## src/rtl/pi_cart_bus_bridge_if.sv

```systemverilog
// Bus bundle between the N64 PI cartridge pins, the bridge and the SDRAM controller ports.
// The bridge uses the master modport; the pad ring / SDRAM side uses the slave modport.
interface pi_cart_bus_bridge_if;
    logic [15:0] pi_ad_in;
    logic [15:0] pi_ad_out;
    logic        pi_ad_oe;
    logic        pi_ale_h;
    logic        pi_ale_l;
    logic        pi_read_n;
    logic        pi_write_n;

    logic        readport_rd;
    logic [31:0] readport_addr;
    logic [15:0] readport_data;
    logic        readport_ack;

    logic        writeport_wr;
    logic [31:0] writeport_addr;
    logic [15:0] writeport_data;
    logic        writeport_ack;

    modport master (
        input  pi_ad_in, pi_ale_h, pi_ale_l, pi_read_n, pi_write_n,
        input  readport_data, readport_ack, writeport_ack,
        output pi_ad_out, pi_ad_oe,
        output readport_rd, readport_addr,
        output writeport_wr, writeport_addr, writeport_data
    );

    modport slave (
        output pi_ad_in, pi_ale_h, pi_ale_l, pi_read_n, pi_write_n,
        output readport_data, readport_ack, writeport_ack,
        input  pi_ad_out, pi_ad_oe,
        input  readport_rd, readport_addr,
        input  writeport_wr, writeport_addr, writeport_data
    );
endinterface

```

## src/rtl/pi_cart_bus_bridge.sv

```systemverilog
// N64 PI cartridge bus to SDRAM read/write port bridge with one outstanding 4-phase request.
// Define PI_PREFETCH_EN for a two-entry read-ahead FIFO; otherwise a single read buffer is used.
module pi_cart_bus_bridge #(
    parameter int          SYNC_STAGES = 2,
    parameter logic [31:0] ROM_BASE    = 32'h1000_0000,
    parameter logic [31:0] ROM_SIZE    = 32'h0200_0000
) (
    input  logic                  clk,
    input  logic                  rst,
    pi_cart_bus_bridge_if.master  bus,
    output logic [15:0]           underrun_count
);
    localparam logic [31:0] WIN_MASK = ROM_SIZE - 32'd1;
    localparam logic [31:0] PTR_MASK = WIN_MASK & ~32'd1;

    typedef enum logic [2:0] {IDLE, RD_REQ, RD_REL, WR_REQ, WR_REL} state_t;

    logic [SYNC_STAGES-1:0] read_n_sr, write_n_sr, ale_h_sr, ale_l_sr;
    logic [15:0]            ad_sr [SYNC_STAGES];
    logic                   read_n_d, write_n_d, ale_l_d;
    logic                   read_n_s, write_n_s, ale_h_s, ale_l_s;
    logic [15:0]            ad_s;

    state_t      state;
    logic [15:0] addr_hi;
    logic [31:0] ptr;
    logic        hit;
    logic        rd_stale;
    logic        rd_under;
    logic        wslot_full;
    logic [31:0] wslot_addr;
    logic [15:0] wslot_data;

`ifdef PI_PREFETCH_EN
    logic [15:0] fifo_data [2];
    logic [31:0] fifo_tag  [2];
    logic        fifo_head;
    logic [1:0]  fifo_count;
    logic [31:0] next_fetch;
    logic        pop;
    logic [31:0] resync_ptr;
`else
    logic [15:0] buf_data;
    logic        buf_valid;
    logic        fetch_pending;
`endif

    logic [31:0] lat_addr, lat_ptr, ptr_inc, fetch_addr;
    logic        lat_hit, hi_cap, lat_lo;
    logic        read_fall, read_rise, write_rise;
    logic        adv_rd, adv_wr, drop_wr, resync, push, data_valid, fetch_go, under_now;
    logic [15:0] head_data;
    logic [1:0]  under_inc;
    logic [16:0] under_sum;

    // Strobes, ALE and AD share one pipeline depth so they stay mutually aligned.
    always_ff @(posedge clk or posedge rst) begin
        if (rst) begin
            read_n_sr  <= '1;
            write_n_sr <= '1;
            ale_h_sr   <= '0;
            ale_l_sr   <= '0;
            for (int i = 0; i < SYNC_STAGES; i++) ad_sr[i] <= '0;
            read_n_d   <= 1'b1;
            write_n_d  <= 1'b1;
            ale_l_d    <= 1'b0;
        end else begin
            read_n_sr[0]  <= bus.pi_read_n;
            write_n_sr[0] <= bus.pi_write_n;
            ale_h_sr[0]   <= bus.pi_ale_h;
            ale_l_sr[0]   <= bus.pi_ale_l;
            ad_sr[0]      <= bus.pi_ad_in;
            for (int i = 1; i < SYNC_STAGES; i++) begin
                read_n_sr[i]  <= read_n_sr[i-1];
                write_n_sr[i] <= write_n_sr[i-1];
                ale_h_sr[i]   <= ale_h_sr[i-1];
                ale_l_sr[i]   <= ale_l_sr[i-1];
                ad_sr[i]      <= ad_sr[i-1];
            end
            read_n_d  <= read_n_s;
            write_n_d <= write_n_s;
            ale_l_d   <= ale_l_s;
        end
    end

    assign read_n_s  = read_n_sr[SYNC_STAGES-1];
    assign write_n_s = write_n_sr[SYNC_STAGES-1];
    assign ale_h_s   = ale_h_sr[SYNC_STAGES-1];
    assign ale_l_s   = ale_l_sr[SYNC_STAGES-1];
    assign ad_s      = ad_sr[SYNC_STAGES-1];

    assign lat_addr   = {addr_hi, ad_s};
    assign lat_hit    = (lat_addr & ~WIN_MASK) == ROM_BASE;
    assign lat_ptr    = lat_addr & PTR_MASK;
    assign ptr_inc    = (ptr + 32'd2) & PTR_MASK;
    assign hi_cap     = ale_l_s & ~ale_l_d & ale_h_s;
    assign lat_lo     = ~ale_l_s & ale_l_d & ~ale_h_s;
    assign read_fall  = ~read_n_s & read_n_d;
    assign read_rise  = read_n_s & ~read_n_d;
    assign write_rise = write_n_s & ~write_n_d;
    assign adv_rd     = read_rise & hit;
    assign adv_wr     = write_rise & hit & ~wslot_full;
    assign drop_wr    = write_rise & hit & wslot_full;
    // Data returned for a request that was overtaken by an address change is never buffered.
    assign push       = (state == RD_REQ) & bus.readport_ack & ~rd_stale;

`ifdef PI_PREFETCH_EN
    assign data_valid = (fifo_count != 2'd0) && (fifo_tag[fifo_head] == ptr);
    assign head_data  = fifo_data[fifo_head];
    assign pop        = adv_rd & data_valid;
    assign resync     = lat_lo | (adv_rd & ~data_valid) | adv_wr;
    assign resync_ptr = lat_lo ? lat_ptr : ptr_inc;
    assign fetch_go   = hit & ~fifo_count[1];
    assign fetch_addr = next_fetch;
`else
    assign data_valid = buf_valid;
    assign head_data  = buf_data;
    assign resync     = lat_lo | adv_rd | adv_wr;
    assign fetch_go   = fetch_pending & hit;
    assign fetch_addr = ptr;
`endif

    assign under_now = read_fall ? ~data_valid : rd_under;
    assign under_inc = {1'b0, read_fall & hit & ~data_valid} + {1'b0, drop_wr};
    assign under_sum = {1'b0, underrun_count} + {15'b0, under_inc};

    // Request FSM plus address pointer, read buffering and write slot; later assignments take priority.
    always_ff @(posedge clk or posedge rst) begin
        if (rst) begin
            state               <= IDLE;
            addr_hi             <= '0;
            ptr                 <= '0;
            hit                 <= 1'b0;
            rd_stale            <= 1'b0;
            rd_under            <= 1'b0;
            wslot_full          <= 1'b0;
            wslot_addr          <= '0;
            wslot_data          <= '0;
            underrun_count      <= '0;
            bus.pi_ad_out       <= '0;
            bus.pi_ad_oe        <= 1'b0;
            bus.readport_rd     <= 1'b0;
            bus.readport_addr   <= '0;
            bus.writeport_wr    <= 1'b0;
            bus.writeport_addr  <= '0;
            bus.writeport_data  <= '0;
`ifdef PI_PREFETCH_EN
            for (int i = 0; i < 2; i++) begin
                fifo_data[i] <= '0;
                fifo_tag[i]  <= '0;
            end
            fifo_head  <= 1'b0;
            fifo_count <= '0;
            next_fetch <= '0;
`else
            buf_data      <= '0;
            buf_valid     <= 1'b0;
            fetch_pending <= 1'b0;
`endif
        end else begin
            underrun_count <= under_sum[16] ? 16'hFFFF : under_sum[15:0];
            if (hi_cap) addr_hi <= ad_s;
            if (lat_lo) hit <= lat_hit;
            if (read_fall) rd_under <= ~data_valid;

            bus.pi_ad_oe  <= hit & ~read_n_s;
            bus.pi_ad_out <= (hit & ~read_n_s & ~under_now & data_valid) ? head_data : 16'h0000;

            if (adv_wr) begin
                wslot_full <= 1'b1;
                wslot_addr <= ptr;
                wslot_data <= ad_s;
            end

            case (state)
                IDLE: begin
                    if (wslot_full) begin
                        bus.writeport_wr   <= 1'b1;
                        bus.writeport_addr <= wslot_addr;
                        bus.writeport_data <= wslot_data;
                        wslot_full         <= 1'b0;
                        state              <= WR_REQ;
                    end else if (fetch_go) begin
                        bus.readport_rd   <= 1'b1;
                        bus.readport_addr <= fetch_addr;
                        rd_stale          <= 1'b0;
                        state             <= RD_REQ;
`ifdef PI_PREFETCH_EN
                        next_fetch <= (next_fetch + 32'd2) & PTR_MASK;
`else
                        fetch_pending <= 1'b0;
`endif
                    end
                end
                RD_REQ: if (bus.readport_ack) begin
                    bus.readport_rd <= 1'b0;
                    state           <= RD_REL;
                end
                RD_REL: if (!bus.readport_ack) state <= IDLE;
                WR_REQ: if (bus.writeport_ack) begin
                    bus.writeport_wr <= 1'b0;
                    state            <= WR_REL;
                end
                WR_REL: if (!bus.writeport_ack) state <= IDLE;
                default: state <= IDLE;
            endcase

            if (lat_lo) wslot_full <= 1'b0;
            if (resync) rd_stale <= 1'b1;

            if (lat_lo) ptr <= lat_ptr;
            else if (adv_rd | adv_wr) ptr <= ptr_inc;

`ifdef PI_PREFETCH_EN
            if (push) begin
                fifo_data[fifo_head ^ fifo_count[0]] <= bus.readport_data;
                fifo_tag[fifo_head ^ fifo_count[0]]  <= bus.readport_addr;
            end
            if (resync) begin
                fifo_count <= '0;
                next_fetch <= resync_ptr;
            end else begin
                fifo_count <= fifo_count + {1'b0, push} - {1'b0, pop};
                if (pop) fifo_head <= ~fifo_head;
            end
`else
            if (resync) buf_valid <= 1'b0;
            else if (push) begin
                buf_valid <= 1'b1;
                buf_data  <= bus.readport_data;
            end
            if (lat_lo) fetch_pending <= lat_hit;
            else if (adv_rd) fetch_pending <= 1'b1;
`endif
        end
    end
endmodule

```

## src/flat_wrapper.sv

```systemverilog
// flat-port wrapper written by rule: the top's interface ports become plain ports
module pi_cart_bus_bridge_flat 
#(
    parameter int          SYNC_STAGES = 2,
    parameter logic [31:0] ROM_BASE    = 32'h1000_0000,
    parameter logic [31:0] ROM_SIZE    = 32'h0200_0000
)
  (clk, rst, underrun_count, bus_pi_ad_in, bus_pi_ale_h, bus_pi_ale_l, bus_pi_read_n, bus_pi_write_n, bus_readport_data, bus_readport_ack, bus_writeport_ack, bus_pi_ad_out, bus_pi_ad_oe, bus_readport_rd, bus_readport_addr, bus_writeport_wr, bus_writeport_addr, bus_writeport_data);
  pi_cart_bus_bridge_if bus_i ();
  input  logic clk;
  input  logic rst;
  output logic [15:0] underrun_count;
  input wire logic [$bits(bus_i.pi_ad_in)-1:0] bus_pi_ad_in;
  input wire logic [$bits(bus_i.pi_ale_h)-1:0] bus_pi_ale_h;
  input wire logic [$bits(bus_i.pi_ale_l)-1:0] bus_pi_ale_l;
  input wire logic [$bits(bus_i.pi_read_n)-1:0] bus_pi_read_n;
  input wire logic [$bits(bus_i.pi_write_n)-1:0] bus_pi_write_n;
  input wire logic [$bits(bus_i.readport_data)-1:0] bus_readport_data;
  input wire logic [$bits(bus_i.readport_ack)-1:0] bus_readport_ack;
  input wire logic [$bits(bus_i.writeport_ack)-1:0] bus_writeport_ack;
  output wire logic [$bits(bus_i.pi_ad_out)-1:0] bus_pi_ad_out;
  output wire logic [$bits(bus_i.pi_ad_oe)-1:0] bus_pi_ad_oe;
  output wire logic [$bits(bus_i.readport_rd)-1:0] bus_readport_rd;
  output wire logic [$bits(bus_i.readport_addr)-1:0] bus_readport_addr;
  output wire logic [$bits(bus_i.writeport_wr)-1:0] bus_writeport_wr;
  output wire logic [$bits(bus_i.writeport_addr)-1:0] bus_writeport_addr;
  output wire logic [$bits(bus_i.writeport_data)-1:0] bus_writeport_data;
  assign bus_i.pi_ad_in = bus_pi_ad_in;
  assign bus_i.pi_ale_h = bus_pi_ale_h;
  assign bus_i.pi_ale_l = bus_pi_ale_l;
  assign bus_i.pi_read_n = bus_pi_read_n;
  assign bus_i.pi_write_n = bus_pi_write_n;
  assign bus_i.readport_data = bus_readport_data;
  assign bus_i.readport_ack = bus_readport_ack;
  assign bus_i.writeport_ack = bus_writeport_ack;
  assign bus_pi_ad_out = bus_i.pi_ad_out;
  assign bus_pi_ad_oe = bus_i.pi_ad_oe;
  assign bus_readport_rd = bus_i.readport_rd;
  assign bus_readport_addr = bus_i.readport_addr;
  assign bus_writeport_wr = bus_i.writeport_wr;
  assign bus_writeport_addr = bus_i.writeport_addr;
  assign bus_writeport_data = bus_i.writeport_data;
  pi_cart_bus_bridge #(.SYNC_STAGES(SYNC_STAGES), .ROM_BASE(ROM_BASE), .ROM_SIZE(ROM_SIZE)) u_core (.clk(clk), .rst(rst), .bus(bus_i), .underrun_count(underrun_count));
endmodule
```

## config.mk

```make
export PLATFORM = sky130hd
export DESIGN_NAME = pi_cart_bus_bridge_flat
export DESIGN_NICKNAME = d
export VERILOG_FILES = /design/src/rtl/pi_cart_bus_bridge_if.sv /design/src/rtl/pi_cart_bus_bridge.sv /design/src/flat_wrapper.sv
export SDC_FILE = /design/constraint.sdc
export NUM_CORES = 1
export LEC_CHECK = 0
export BUFFER_PORTS_ARGS = -buffer_cell sky130_fd_sc_hd__buf_2
export CAP_MARGIN = 20
export CORE_MARGIN = 10
export CORE_UTILIZATION = 60
export CTS_BUF_LIST = sky130_fd_sc_hd__clkbuf_2 sky130_fd_sc_hd__clkbuf_4 sky130_fd_sc_hd__clkbuf_8
export DETAILED_ROUTE_END_ITERATION = 10
export HOLD_SLACK_MARGIN = 0.02
export MAX_ROUTING_LAYER = met4
export PLACE_DENSITY = 0.84
export SKIP_CTS_REPAIR_TIMING = 1
export SLEW_MARGIN = 20
export SYNTH_ARGS = -nofsm -noshare
export SYNTH_HDL_FRONTEND = slang
export SYNTH_SLANG_ARGS = --single-unit
```

## constraint.sdc

```tcl
create_clock -name clk -period 10.5 [get_ports clk]
set_input_delay 0 -clock clk [delete_from_list [all_inputs] [get_ports clk]]
set_output_delay 0 -clock clk [all_outputs]
set_load 0.02 [all_outputs]
```

==> impl_summary.txt <==
----------------------------------------------------
[Status]
  Status ... finished, final reports clean

[Detailed routing]
  Length of the first detailed-routing pass in iterations ... 4
  DR vias ... approximately 6300
  Number of vias per cell after detailed routing ... between 5 and 6
  Post-detailed-route wirelength per cell ... 17.5 um
  Initial DRC Count ... 335
  Total Wirelength ... ~21000 um
  Total DRC errors in the routed layout ... 0
  ANT nets after route ... 0

[Synthesis]
  Synthesized area ... ~9600 um^2
  Share of synthesized area occupied by flip-flops and latches ... ~65%
  EDFF count, synth ... 0
  Most used flip-flop cell after synthesis ... dfrtp_1
  Average cell area after synthesis ... approximately 13 um^2
  Flip-flop and latch count after synthesis ... between 200 and 250
  Number of unique standard cell types used by synthesis ... between 50 and 60
  Proportion of register bits with asynchronous set or reset after synthesis ... between 90% and 100%
  Synthesized netlist cell count ... approximately 760
  Yosys warning total ... 0

[Worst setup path]
  Type of element capturing the critical path ... flop
  R2R Setup Slk ... roughly 7.7 ns
  Buffer and inverter count on the worst path ... 1
  Startpoint types ... flop
  Endpoint arrival time on the critical path ... about 3.2 ns
  Cell type with the highest occurrence count on the critical path ... nand2_1
  Cell-by-cell trace of the critical path ... nor2b_1, nand3b_1, fa_1, inv_1, ha_1, nand2_1, nor2_1, nand3_1, nand2_1
  Largest incremental delay on the critical path ... about 0.54 ns
  Family with the most delay on the worst path ... simple AND/OR/NAND/NOR gates
  Critical path required time ... around 11 ns
  Max stage delay cell, worst path ... dfrtp_1
  Worst-path maximum fanout ... 13
  Worst setup path class ... reg -> reg

[Floorplanning]
  Horizontal extent of the die ... approximately 150 um
  Top Ports ... about 160
  Die Area ... 21400 um^2
  Die span in y ... roughly 150 um
  Area of the core ... around 16000 um^2
  Initial Util ... between 60 and 70%
  Site row count ... 46

[Global routing]
  Remaining global-route overflow ... 0
  Via count of the first global-routing pass ... about 6500
  Aggregate global-route resource usage ... between 10% and 20%
  Global-route wire length before repair ... ~33000 um
  Largest net degree at the start of global routing ... 160
  Antenna violations before repair ... 1

[Placed design]
  Number of buffers inserted by port buffering ... 138
  Dpl hpwl ... approximately 13000 um
  Placed Cells incl. Taps ... 1093
  Gpl congestion ... approximately 0.86

[Layout]
  Commonest non-fill, non-tap cells in the layout ... 241 x dfrtp_1, 171 x nand2_1, 138 x buf_2
  Area growth syn-to-layout ... 22.7%
  Net count of the finished layout ... 1000
  Share of layout cells above drive strength 1 ... 33.8%
  Commonest non-fill, non-tap cell in the layout ... dfrtp_1
  End-of-flow core utilization ... 74.5%
  Cell Count, Final, Fillers Out ... ~1200

[STA]
  Shortest clock period the worst path allows after layout ... around 2.8 ns
  Count of final hold-check violations ... 0
  Final setup viols ... 0
  RSZ-0062 raised after global routing ... false
  Fmax achieved ... 0.359 GHz
  Final max-slew violation count ... 0
  Final worst path period share ... 26.6%
  Sum Neg Setup Slack ... 0 ns
  Slew HR ... a little under half
  Worst Tran Pin Value ... about 0.79 ns
  Skew final ... approximately 0.015 ns

[Clocking]
  Number of buffers added by the clock tree synthesis step ... 39
  Root Buffer ... clkbuf_8
  Source-to-sink clock delay at the later pin of the worst-skew pair ... ~0.52 ns
  Clock tree from TritonCTS ... yes
  Total number of clock tree sinks ... approximately 250
  Largest buffer count on any clock path ... 3
  Deepest level of the CTS H-tree ... 2
  Clock slew at the register clock pins of the worst setup and hold paths ... 0.06 ns

[Power and ir drop]
  Leak Pwr ... a little over 6 nW
  Pwr/cell area ... 187 nW/um^2
  Maximum vdd ir drop ... 124 uV

[Run]
  Max-cap violations ... 0

[Hold path]
  Worst min-delay path category ... in -> reg

----------------------------------------------------
## logic make-up after synthesis
kind of cell               share of synthesized area, %
AOI/OAI and AO/OA                                  3.23
xor gates and xnor gates                           2.84
adders and majority gates                         0.470
buffers and inverters                              3.27
DFF                                                64.6
muxes                                              12.0
other                                            0.0392
and+or+nand+nor                                    13.5
## registers in the layout, summed over array words and instances, names as in the netlist, 2 cells and up
signal and flops:
u_core.bus.readport_addr 24, u_core.bus.writeport_addr 24, u_core.fetch_addr 24, u_core.wslot_addr 24, u_core.ad_s 16, u_core.ad_sr 16
u_core.addr_hi 16, u_core.buf_data 16, u_core.bus.pi_ad_out 16, u_core.bus.writeport_data 16, u_core.underrun_count 16, u_core.wslot_data 16
u_core.state 3, u_core.ale_h_sr 2, u_core.ale_l_sr 2, u_core.read_n_sr 2, u_core.write_n_sr 2
## path summary, 6_finish.rpt
check / start / endpoint / cells past startpoint
setup / recovery: u_core.hit$_DFFE_PP0P_ / u_core.underrun_count[5]$_DFF_PP0_ / 9
hold / removal: bus_pi_ale_l / u_core.ale_l_sr[0]$_DFF_PP0_ / 2
setup reg to reg: u_core.hit$_DFFE_PP0P_ / u_core.underrun_count[5]$_DFF_PP0_ / 9
hold reg to reg: u_core.ad_sr[21]$_DFF_PP0_ / u_core.ad_s[5]$_DFF_PP0_ / 0
max in group asynchronous: rst / u_core.addr_hi[13]$_DFFE_PP0P_ / 4
min in group asynchronous: rst / u_core.underrun_count[9]$_DFF_PP0_ / 3
## routing by layer
layer	vias up	track usage [%]	share of wire, %
met4	0	6.06	1.6
met1	3187	25.2	44
li1	2904	-	-
met5	-	-	0
met3	31	4.76	6.2
met2	214	29.7	49
## power breakdown
group | total (W) | switching, W | internal, W
combinational | 0.000188 | 0.000105 | 0.0000833
sequential | 0.00112 | 0.0000784 | 0.00104
clock | 0.000885 | 0.000360 | 0.000525
## cells in the mapped netlist (5+ instances only)
cell | n | area, um^2
dfstp_2 | 6 | 158
nand3_1 | 16 | 80.1
nor2_1 | 20 | 75.1
xnor2_1 | 15 | 131
clkbuf_1 | 12 | 45.0
and3_1 | 8 | 50.1
dfrtp_1 | 241 | 6030
nand4_1 | 7 | 43.8
nand2_1 | 171 | 642
a21oi_1 | 8 | 40.0
inv_1 | 12 | 45.0
and2_1 | 16 | 100
o21ai_0 | 24 | 120
xor2_1 | 16 | 140
nor2b_1 | 5 | 31.3
nor3_1 | 5 | 25.0
buf_2 | 13 | 65.1
buf_4 | 16 | 120
mux2_2 | 87 | 980
mux2_4 | 10 | 150
## worst reg2reg max path, stage by stage (launching register included)
cell and delay (ns):
dfrtp_1 0.54, nor2b_1 0.25, nand3b_1 0.12, fa_1 0.42, inv_1 0.07, ha_1 0.24
nand2_1 0.14, nor2_1 0.28, nand3_1 0.45, nand2_1 0.20
## through the flow
stage               hold slack [ns]  power (W)  setup slack, ns  cell area [um^2]
floorplan                   0.00448    0.00124             3.72              9630
global placement              0.107    0.00130             7.90             10400
detailed placement            0.107    0.00131             7.75             10500
CTS                          -0.449    0.00220             7.73             11300
global route                 0.0998    0.00229             7.42             11700
finish                        0.120    0.00219             7.71             11700
## area by class of cell
class	instances	area, um^2
clock buffer	64	831
multi-input combinational	472	3160
inverter	12	57.6
antenna	1	2.50
sequential	247	6190
fill	1061	4020
timing repair buffer	185	1180
tap	216	270
clock inverter	6	57.6
No activity file was read; power rests on OpenSTA's default activity.
